[src/rtl/ir_pkg.sv]
// Shared constants and field helpers for the instruction queue.
// Exports default widths, the count-width function and opcode/operand extractors.
package ir_pkg;

    localparam int DEF_DATA_W   = 8;
    localparam int DEF_OPCODE_W = 4;
    localparam int DEF_DEPTH    = 4;

    // Extractors work on a wide zero-extended word so one pair of
    // functions serves every DATA_W / OPCODE_W combination.
    localparam int MAX_W = 64;

    function automatic int ir_cnt_w(input int depth);
        return $clog2(depth + 1);
    endfunction

    function automatic logic [MAX_W-1:0] ir_opcode(
        input logic [MAX_W-1:0] instr,
        input int               data_w,
        input int               opcode_w
    );
        return instr >> (data_w - opcode_w);
    endfunction

    function automatic logic [MAX_W-1:0] ir_operand(
        input logic [MAX_W-1:0] instr,
        input int               data_w,
        input int               opcode_w
    );
        logic [MAX_W-1:0] mask;
        mask = ~({MAX_W{1'b1}} << (data_w - opcode_w));
        return instr & mask;
    endfunction

endpackage

[src/rtl/ir_fifo.sv]
// In-order prefetch FIFO: DEPTH x DATA_W storage with separate occupancy count.
// Ports: clk, n_clear, clr, push, pop, din -> head, count, full, empty.
module ir_fifo
    import ir_pkg::*;
#(
    parameter int DATA_W = DEF_DATA_W,
    parameter int DEPTH  = DEF_DEPTH,
    parameter int CNT_W  = ir_cnt_w(DEF_DEPTH)
) (
    input  logic              clk,
    input  logic              n_clear,
    input  logic              clr,
    input  logic              push,
    input  logic              pop,
    input  logic [DATA_W-1:0] din,
    output logic [DATA_W-1:0] head,
    output logic [CNT_W-1:0]  count,
    output logic              full,
    output logic              empty
);

    localparam int PTR_W = $clog2(DEPTH);

    logic [DATA_W-1:0] mem [DEPTH];
    logic [PTR_W-1:0]  wr_ptr;
    logic [PTR_W-1:0]  rd_ptr;

    // Pointers wrap naturally because DEPTH is a power of two.
    always_ff @(posedge clk or negedge n_clear) begin
        if (!n_clear) begin
            wr_ptr <= '0;
            rd_ptr <= '0;
            count  <= '0;
        end else if (clr) begin
            wr_ptr <= '0;
            rd_ptr <= '0;
            count  <= '0;
        end else begin
            if (push)
                wr_ptr <= wr_ptr + PTR_W'(1);
            if (pop)
                rd_ptr <= rd_ptr + PTR_W'(1);
            if (push && !pop)
                count <= count + CNT_W'(1);
            else if (pop && !push)
                count <= count - CNT_W'(1);
        end
    end

    always_ff @(posedge clk) begin
        if (push && !clr)
            mem[wr_ptr] <= din;
    end

    assign head  = mem[rd_ptr];
    assign full  = (count == CNT_W'(DEPTH));
    assign empty = (count == '0);

endmodule

[src/rtl/instr_queue.sv]
// Instruction register with prefetch queue, bypass on empty, sticky overflow.
// Ports: clk, n_clear, flush, n_load, bus_in, n_next, n_enable -> opcode,
//        valid, bus_out, bus_oe, count, full, empty, overflow.
module instr_queue
    import ir_pkg::*;
#(
    parameter int DATA_W   = DEF_DATA_W,
    parameter int OPCODE_W = DEF_OPCODE_W,
    parameter int DEPTH    = DEF_DEPTH
) (
    input  logic                       clk,
    input  logic                       n_clear,
    input  logic                       flush,
    input  logic                       n_load,
    input  logic [DATA_W-1:0]          bus_in,
    input  logic                       n_next,
    input  logic                       n_enable,
    output logic [OPCODE_W-1:0]        opcode,
    output logic                       valid,
    output logic [DATA_W-1:0]          bus_out,
    output logic                       bus_oe,
    output logic [ir_cnt_w(DEPTH)-1:0] count,
    output logic                       full,
    output logic                       empty,
    output logic                       overflow
);

    localparam int CNT_W  = ir_cnt_w(DEPTH);
    localparam int OPER_W = DATA_W - OPCODE_W;

    typedef enum logic {
        IDLE = 1'b0,
        HOLD = 1'b1
    } state_t;

    state_t            state;
    logic [DATA_W-1:0] cur;
    logic [DATA_W-1:0] head;

    logic load;
    logic retire;
    logic refill;
    logic pop;
    logic bypass;
    logic push_req;
    logic push;
    logic drop;

    assign valid    = (state == HOLD);
    assign load     = !n_load;
    assign retire   = !n_next && valid;
    assign refill   = !valid || retire;
    assign pop      = refill && !empty;
    // Bypass only when nothing older is queued, preserving order.
    assign bypass   = refill && empty && load;
    assign push_req = load && !bypass;
    // A pop on the same edge frees a slot even when full.
    assign push     = push_req && (!full || pop);
    assign drop     = push_req && !push;

    ir_fifo #(
        .DATA_W (DATA_W),
        .DEPTH  (DEPTH),
        .CNT_W  (CNT_W)
    ) u_fifo (
        .clk     (clk),
        .n_clear (n_clear),
        .clr     (flush),
        .push    (push && !flush),
        .pop     (pop && !flush),
        .din     (bus_in),
        .head    (head),
        .count   (count),
        .full    (full),
        .empty   (empty)
    );

    always_ff @(posedge clk or negedge n_clear) begin
        if (!n_clear) begin
            state    <= IDLE;
            cur      <= '0;
            overflow <= 1'b0;
        end else if (flush) begin
            state    <= IDLE;
            cur      <= '0;
            overflow <= 1'b0;
        end else begin
            if (refill) begin
                if (pop) begin
                    cur   <= head;
                    state <= HOLD;
                end else if (bypass) begin
                    cur   <= bus_in;
                    state <= HOLD;
                end else begin
                    cur   <= '0;
                    state <= IDLE;
                end
            end
            if (drop)
                overflow <= 1'b1;
        end
    end

    logic [MAX_W-1:0] cur_ext;
    logic [MAX_W-1:0] op_ext;
    logic [MAX_W-1:0] opr_ext;

    assign cur_ext = MAX_W'(cur);
    assign op_ext  = ir_opcode(cur_ext, DATA_W, OPCODE_W);
    assign opr_ext = ir_operand(cur_ext, DATA_W, OPCODE_W);

    logic unused_bits;
    assign unused_bits = ^{op_ext[MAX_W-1:OPCODE_W],
                           opr_ext[MAX_W-1:OPER_W]};

    assign opcode  = valid ? op_ext[OPCODE_W-1:0] : '0;
    assign bus_oe  = !n_enable && valid;
    assign bus_out = bus_oe ? DATA_W'(opr_ext[OPER_W-1:0]) : '0;

endmodule
[config.mk]
export PLATFORM = sky130hd
export DESIGN_NAME = instr_queue
export DESIGN_NICKNAME = d
export VERILOG_FILES = /design/src/rtl/ir_pkg.sv /design/src/rtl/ir_fifo.sv /design/src/rtl/instr_queue.sv
export SDC_FILE = /design/constraint.sdc
export NUM_CORES = 1
export LEC_CHECK = 0
export CORE_MARGIN = 5
export CORE_UTILIZATION = 54
export DETAILED_ROUTE_END_ITERATION = 10
export DONT_BUFFER_PORTS = 1
export PLACE_DENSITY = 0.67
export SYNTH_ARGS = -nofsm -noshare
export SYNTH_HDL_FRONTEND = slang
export SYNTH_SLANG_ARGS = --single-unit
[constraint.sdc]
create_clock -name clk -period 5.5 [get_ports clk]
set_input_delay 1.65 -clock clk [delete_from_list [all_inputs] [get_ports clk]]
set_output_delay 1.65 -clock clk [all_outputs]
set_load 0.005 [all_outputs]
* Word-level counts from Yosys, hierarchy flattened
Memories as Yosys holds them, arrays and structs flattened.
Index checks and enable logic that the tools add are counted.
** Word-level totals
- Output and inout port bits :: 20
- Memories :: 1
- Register bits after elaboration :: 17
- Logic and storage cells :: 65
- RAM bits :: 32
** Memory list
- u_fifo.mem :: words 4, bits a word 8, rd ports 1, clocked after memory_dff 0, wr ports 1, line ir_fifo.sv:24 : logic [DATA_W-1:0] mem [DEPTH];
** Operators by class
- Equality and inequality tests :: 1
- Multiplexer cells :: 21
- Reductions and logical operators :: 32
- Add/sub/neg operators :: 4
** Operators with widths (count)
- 2-to-1 mux 8 bit :: 4
- logical AND 1 bit :: 13
- logical NOT 1 bit :: 11
- 2-to-1 mux 3 bit :: 3
- 2-to-1 mux 1 bit :: 8
- 2-to-1 mux 2 bit :: 4
- 2-to-1 mux 4 bit :: 2
- nonzero test 2 bit :: 4
- adder 2 x 1 -> 2 bit (second input constant) :: 2
- adder 3 x 1 -> 3 bit (second input constant) :: 1
- == test 3 bit (second input constant) :: 1
- logical NOT 3 bit :: 1
- nonzero test 3 bit :: 1
- subtractor 3 x 1 -> 3 bit (second input constant) :: 1
- logical OR 1 bit :: 2

* Logic depth before layout (Yosys ltp)
Gate-level depths: netlist (run 1).
- Word-level depth :: 14
- Depth in mapped cells :: 8
- Mapped depth without buffers :: 7

* Hierarchy
Synthesis (run 1) repeated with hierarchy kept, for this count alone.
** Unflattened totals
- Cells, all modules :: 157
- Area total of the unflattened synthesis :: 2299.7 um^2
** By module, submodules not included
- ir_fifo :: area an instance 1619.1 um^2, seq. area each 1136.1 um^2, times used 1, cells an instance 87
- instr_queue :: area an instance 680.7 um^2, seq. area each 250.2 um^2, times used 1, cells an instance 70

* Worst setup path before layout (run 1)
No wires, ideal clock.
- Kind :: input port to output port
- Start point :: in n_enable
- End point :: out bus_out[0]
- Stages on the path :: 2
- Data required time :: 3.850 ns
- Path buffers :: 0
- Setup slack :: 1.830 ns
- Data arrival time :: 2.020 ns
- Cell sequence :: nor2b_1 > and2_1
** On the way
- Longest elaborated chain between the ends :: 3
** Ends and longest elaborated chain
- start: declaration :: line instr_queue.sv:17 : input logic n_enable,
- logical NOT 1 bit :: line instr_queue.sv:118 : assign bus_oe = !n_enable && valid;
- logical AND 1 bit :: line instr_queue.sv:118
- 2-to-1 mux 4 bit :: line instr_queue.sv:119 : assign bus_out = bus_oe ? DATA_W'(opr_ext[OPER_W-1:0]) : '0;
- end: declaration :: line instr_queue.sv:20 : output logic [DATA_W-1:0] bus_out,
Every way passes these cells.

* Final worst setup path (run 1)
- Start point :: in n_enable
- End point :: out bus_out[2]
The elaborated chain is that of the path after synthesis.

==> key figures, run 1 <==
GRT
  • Initial antenna violation count: 0
  • Largest net degree at the start of global routing: 18
  • Grt total ovfl: 0
  • First-pass GRT wire length: 7190 um
  • Vias in the first global route: 1370
  • Total track usage: 17.4%

Critical path
  • Reg2Reg Capture Point: u_fifo.count[1]
  • Slowest CP cell: nor2b_1
  • Delay-heaviest family, CP: simple AND/OR/NAND/NOR gates
  • CP Data Required Time: approximately 3.9 ns
  • Critical path buffers and inverters: 0
  • Critical-path maximum fanout: 5
  • R2r startpoint: u_fifo.count[0]
  • Worst path cell trace: nor2b_1 -> and2_1
  • Worst Path Class, Setup: primary input to primary output
  • Register-to-register setup slack: around 3.2 ns
  • Peak per-stage delay on the critical path: between 0.2 and 0.25 ns
  • R2R depth: 6
  • Critical path data arrival time: just over 2 ns
  • Startpoint Class: primary input
  • Crit end category: primary output

Drt
  • Drt drc: 0
  • Detail Route Antenna Nets: 0
  • Via/cell ratio: 6.21
  • Initial DRT Pass Iterations: 4
  • Post-Route WL: 4370 um
  • DR iter-0 viols: 95
  • Routed vias: about 1300
  • DR WL/cell: 20.4 um

Layout
  • Fillers: 336
  • Most frequent cells in the layout: edfxtp_1 (32), and2_1 (22), dfrtp_1 (17)
  • Share of cells above drive strength 1: about 13%
  • Area grow syn2layout: 3.76%
  • Most common cell after layout, fill and taps aside: edfxtp_1
  • Finished Core Util: approximately three fifths
  • Nets: 182
  • Diode count: 0

Clock network
  • Worst skew pair latency: 0.30 ns
  • CTS clock-pin slew for the worst setup and hold paths: about 0.09 ns
  • Clk sink count: 49
  • H-tree levels: 2
  • Total CTS buffers: 5
  • Root Buffer: clkbuf_8
  • # resized after CTS: 0
  • CTS tree: done
  • Post-CTS Hold Buffers: 0
  • Maximum clock path buffer count: 2
  • Post-CTS setup buffer count: 0

Yosys
  • Post-synth EDFFs: 32
  • Netlist cell types: 47
  • Yosys reg bits: 49
  • Warnings, synthesis: 0
  • Asr flop ratio synth: 34.7%
  • Post-Syn Instances: about 160
  • Sequential share of the synthesized area: 59.5%
  • Avg Inst Size Synth: 14.2 um^2
  • Post-Syn Area: 2330 um^2
  • Top FF cell, synth: edfxtp_1

Outcome
  • Outcome: complete, no violations

STA
  • Worst Max-Slew Pin Slew: 0.650 ns
  • RSZ-0062 raised after global routing: no
  • Sum Neg Setup Slack: 0 ns
  • Clock skew: roughly 0.0043 ns
  • Max Freq: 0.269 GHz
  • Relative slew slack: a little under three fifths
  • Post-route clock period utilization: 67.5%
  • Hold Worst Slack: 0.537 ns
  • Min Tclk post-route: 3.71 ns
  • Endpoints failing setup: 0
  • Final Max Slew Viols: 0
  • Hold Vio Cnt, Final: 0

Die
  • Site row count: 23
  • Initial Utilization: 57.0%
  • I/O pins: 34
  • Die Area: 5730 um^2
  • Die Ht: 75.7 um
  • Core area: roughly 4100 um^2
  • Die W: 75.7 um

Hold path
  • Worst hold start: overflow
  • Worst Hold Path EP: overflow
  • Worst hold path class: flip-flop to flip-flop
  • Hold Path Cell Cnt: 2

Pwr
  • VDD IR max: roughly 0.22 mV
  • Power Density: 355 nW/um^2
  • Overall Power: 0.000858 W
  • P_leak: 0.869 nW

Placed design
  • # port buffers: 0
  • DP Wirelength: 2960 um
  • GP Congestion: 0.830

Flow run
  • Max cap viols: 0
==> routing by layer <==
metal	vias to the layer above	track usage, %	wire (um)
met5	-	0	0
met4	0	3.11	31
met3	4	5.54	286
met2	34	27.9	2090
met1	669	23.8	1960
li1	621	-	-
==> where the power goes <==
part | switching, W | internal (W)
clock | 0.000119 | 0.0000896
sequential | 0.0000486 | 0.000432
combinational | 0.0000825 | 0.0000870
total | 0.000250 | 0.000608
==> per-stage QoR <==
stage	std cells	setup slack, ns	instance area (um^2)
finish	214	1.79	2420
global route	214	1.70	2420
CTS	214	1.77	2420
detailed placement	206	1.77	2330
global placement	206	1.77	2330
floorplan	167	1.83	2340
==> synth_stat cells, types with 2 or more instances <==
library cell | number | area [um^2]
edfxtp_1 | 32 | 961
nand3_1 | 2 | 10.0
nand3b_1 | 2 | 15.0
o211ai_1 | 2 | 15.0
mux4_2 | 7 | 158
a221o_1 | 8 | 80.1
and3b_1 | 2 | 17.5
ha_1 | 4 | 50.1
buf_4 | 4 | 30.0
a21bo_2 | 2 | 20.0
o31ai_1 | 3 | 22.5
o21ai_0 | 2 | 10.0
buf_2 | 3 | 15.0
nand2_1 | 3 | 11.3
or3_1 | 2 | 12.5
and2_1 | 22 | 138
inv_1 | 6 | 22.5
buf_6 | 2 | 22.5
dfrtp_1 | 17 | 425
nand4_1 | 4 | 25.0
nor2b_1 | 4 | 25.0
nand4b_1 | 2 | 17.5
nor2_1 | 2 | 7.51
a21oi_1 | 3 | 15.0
or2_2 | 2 | 12.5
==> layout make-up <==
type | instances | area [um^2] | area share, %
clock buffers | 5 | 68.8 | 2.85
clock inverters | 3 | 20.0 | 0.828
inverters | 7 | 26.3 | 1.09
multi-input cells | 100 | 855 | 35.3
flip-flops and latches | 49 | 1390 | 57.3
well taps | 50 | 62.6 | 2.59
==> flip-flops by register name, indices dropped and copies added, names as in the netlist <==
name and flops:
u_fifo.wr_ptr 2, u_fifo.mem 32, valid 1, cur 8, overflow 1, u_fifo.count 3, u_fifo.rd_ptr 2
==> logic make-up after synthesis <==
group,share of synthesized area [%]
muxes,7.89
buffers and inverters,4.35
DFF,59.5
and+or+nand+nor,16.0
adders and majority gates,3.01
AOI/OAI and AO/OA,9.07
other,0.161
==> worst max-delay path by stage <==
stage	startpoint	to	slack, ns	depth (start not counted)
finish	n_enable	bus_out[2]	1.79	2
global route	n_enable	bus_out[3]	1.70	2
CTS	n_enable	bus_out[3]	1.77	2
detailed placement	n_enable	bus_out[3]	1.77	2
global placement	n_enable	bus_out[2]	1.77	2
floorplan	n_enable	bus_out[0]	1.83	2
Power figures use the tool's default switching activity.
==> run 2, diff against run 1 <==
--- a/config.mk
+++ b/config.mk
@@ -9,7 +9,7 @@
 export CORE_UTILIZATION = 54
 export DETAILED_ROUTE_END_ITERATION = 10
 export DONT_BUFFER_PORTS = 1
-export PLACE_DENSITY = 0.67
+export PLACE_DENSITY = 0.7
 export SYNTH_ARGS = -nofsm -noshare
 export SYNTH_HDL_FRONTEND = slang
 export SYNTH_SLANG_ARGS = --single-unit
==> constraint.sdc (replaced) <==
create_clock -name clk -period 3.2 [get_ports clk]
set_input_delay 0.96 -clock clk [delete_from_list [all_inputs] [get_ports clk]]
set_output_delay 0.96 -clock clk [all_outputs]
set_load 0.005 [all_outputs]
==> run 2 against run 1 <==
Net effect:
- die area is the same
- via count up 4.0%
- clock power rose by 100%
- combinational power increased by 76%
- sequential power up 72%
- hold slack got worse by 0.19 ns
- clock skew rose by 0.0038 ns
- sequential share of layout area decreased by 0.41 points
- wire length up 3.4%
- non-clock buffer count is the same
- first-iteration DRC count down 35%
- critical endpoint is now bus_out[0]
- largest cell class unchanged
==> key figures, run 2 (synthesis results as in run 1) <==
Clock network
  • CTS tree: done
  • # resized after CTS: 0 (unchanged)
  • Root Buffer: clkbuf_8
  • H-tree levels: 2 (unchanged)
  • CTS clock-pin slew for the worst setup and hold paths: 0.09 ns (about the same)
  • Total CTS buffers: 5 (unchanged)
  • Maximum clock path buffer count: 2 (unchanged)
  • Post-CTS setup buffer count: 0 (unchanged)
  • Worst skew pair latency: 0.29 ns (about the same)
  • Post-CTS Hold Buffers: 0 (unchanged)
  • Clk sink count: 49 (unchanged)

STA
  • Max Freq: 0.392 GHz
  • Endpoints failing setup: 0 (unchanged)
  • Relative slew slack: 55.2% (-1.2 points)
  • Clock skew: 0.00805 ns (+0.00376 ns)
  • Worst Max-Slew Pin Slew: 0.668 ns (+0.0182 ns)
  • Sum Neg Setup Slack: 0 ns (unchanged)
  • RSZ-0062 raised after global routing: no
  • Post-route clock period utilization: 79.7%
  • Final Max Slew Viols: 0 (unchanged)
  • Min Tclk post-route: about 2.5 ns
  • Hold Vio Cnt, Final: 0 (unchanged)

Drt
  • Met2 wire length: 2300 um (+9.9%)
  • Met3 wire len: 245 um (-14%)
  • Uppermost layer routed: met4
  • Initial DRT Pass Iterations: 4 (unchanged)
  • Via/cell ratio: 6.45 (+4.0%)
  • DR WL/cell: 21.1 um (+3.4%)
  • Drt drc: 0 (unchanged)
  • Metal-1 WL: 1930 um (-2.0%)
  • Post-Route WL: 4520 um (+3.4%)
  • Routed vias: 1381 (+4.0%)
  • DR iter-0 viols: 62 (-35%)
  • Detail Route Antenna Nets: 0 (unchanged)

Critical path
  • Critical-path maximum fanout: 16 (+11)
  • Crit end category: primary output
  • R2R depth: 5 (-1)
  • Worst Path Class, Setup: flip-flop to primary output
  • R2r startpoint: valid
  • Critical path data arrival time: 1.59 ns (-0.47 ns)
  • Reg2Reg Capture Point: u_fifo.count[1]
  • Register-to-register setup slack: 0.94 ns (-2.28 ns)
  • CP Data Required Time: 2.24 ns (-1.61 ns)
  • Startpoint Class: flip-flop

GRT
  • Grt total ovfl: 0 (unchanged)
  • First-pass GRT wire length: 7180 um (-0.18%)
  • Initial antenna violation count: 0 (unchanged)
  • Vias in the first global route: 1417 (+3.4%)
  • Largest net degree at the start of global routing: 18 (unchanged)
  • Total track usage: 17.2% (-0.20 points)

Pwr
  • Net Sw Power: 0.000427 W (+71%)
  • VDD IR max: 0.327 mV (+49%)
  • Overall Power: 0.00155 W (+81%)
  • Clk pwr share: 27.4% (+3.1 points)
  • Seq pwr share: 53.3% (-2.7 points)
  • Power Internal: 0.00112 W (+85%)
  • Power Density: 636 nW/um^2 (+79%)
  • Comb power frac: 19.3% (-0.5 points)
  • Sw Share: 27.5% (-1.6 points)
  • P_leak: 0.880 nW (+1.2%)

Layout
  • Regs by FF count: u_fifo.mem x32, cur x8, u_fifo.count x3
  • Area grow syn2layout: 4.51%
  • Finished Core Util: 59.6% (+0.43 points)
  • Most frequent cells in the layout: edfxtp_1 (32), and2_1 (22), dfrtp_1 (17)
  • Share of cells above drive strength 1: 12.8% (-0.61 points)
  • Max reg flops: 32 (unchanged)
  • Largest reg by FF count: u_fifo.mem
  • Diode count: 0 (unchanged)
  • Most common cell after layout, fill and taps aside: edfxtp_1
  • Fillers: 326 (-3.0%)
  • Nets: 182 (unchanged)

Outcome
  • Outcome: complete, no violations

Placed design
  • DP Wirelength: 3120 um (+5.1%)
  • # port buffers: 0 (unchanged)
  • GP Congestion: 0.827 (-0.33%)

Die
  • Site row count: 23 (unchanged)
  • Core area: 4090 um^2 (unchanged)
  • Die Area: 5730 um^2 (unchanged)
  • Die Ht: 75.7 um (unchanged)
  • Initial Utilization: 57.0% (unchanged)
  • I/O pins: 34 (unchanged)
  • Die W: 75.7 um (unchanged)

Hold path
  • Worst hold path class: primary input to async pin

Flow run
  • Max cap viols: 0 (unchanged)
[run 2: cell types whose count changed in the layout (fill, tap and decap cells not counted), sizes merged]
| cell | change |
|---|---|
| bufinv | +1 |
| clkinvlp | -1 |
| inv | -1 |
| clkbuf | +1 |
[run 2: area by class of cell]
class	instances	area [um^2]	share of cell area [%]
clock buffer	6	72.6	2.98
clock inverter	2	33.8	1.39
inverter	7	26.3	1.08
multi-input combinational	100	855	35.1
sequential	49	1390	56.9
tap	50	62.6	2.57
[run 2: power by group through the flow]
stage,Clock [W],Combinational [W],Sequential (W)
after CTS,0.000427,0.000300,0.000829
after floorplan,0,0.000295,0.000792
final,0.000425,0.000299,0.000827
after global routing,0.000454,0.000333,0.000841
after global placement,0,0.000285,0.000840
after detailed placement,0,0.000299,0.000843
[run 2: through the flow]
step,setup slack [ns],hold slack [ns],cell area (um^2),instances
finish,0.651,0.346,2440,214
global route,0.452,0.330,2440,214
CTS,0.613,0.341,2440,214
detailed placement,0.755,0.544,2330,206
global placement,0.763,0.541,2330,206
floorplan,0.782,0.511,2340,167
[run 2: worst max-delay path, cell delays in order (launching register included)]
cell and delay, ns:
dfrtp_1 0.69, nor2b_1 0.40, and2_1 0.21
[run 2: routing by layer]
metal | track usage (%) | up-vias
li1 | - | 612
met1 | 22.0 | 729
met2 | 28.5 | 33
met3 | 4.88 | 7
met4 | 5.63 | 0
met5 | 0 | -
[run 2: worst max path at each step]
stage / slack (ns) / end / from / cells after the start
global placement: 0.76 / bus_out[0] / n_enable / 2
CTS: 0.61 / bus_out[0] / valid / 2
floorplan: 0.78 / u_fifo.count[1] / flush / 5
finish: 0.65 / bus_out[0] / valid / 2
global route: 0.45 / bus_out[0] / valid / 2
detailed placement: 0.75 / bus_out[0] / n_enable / 2
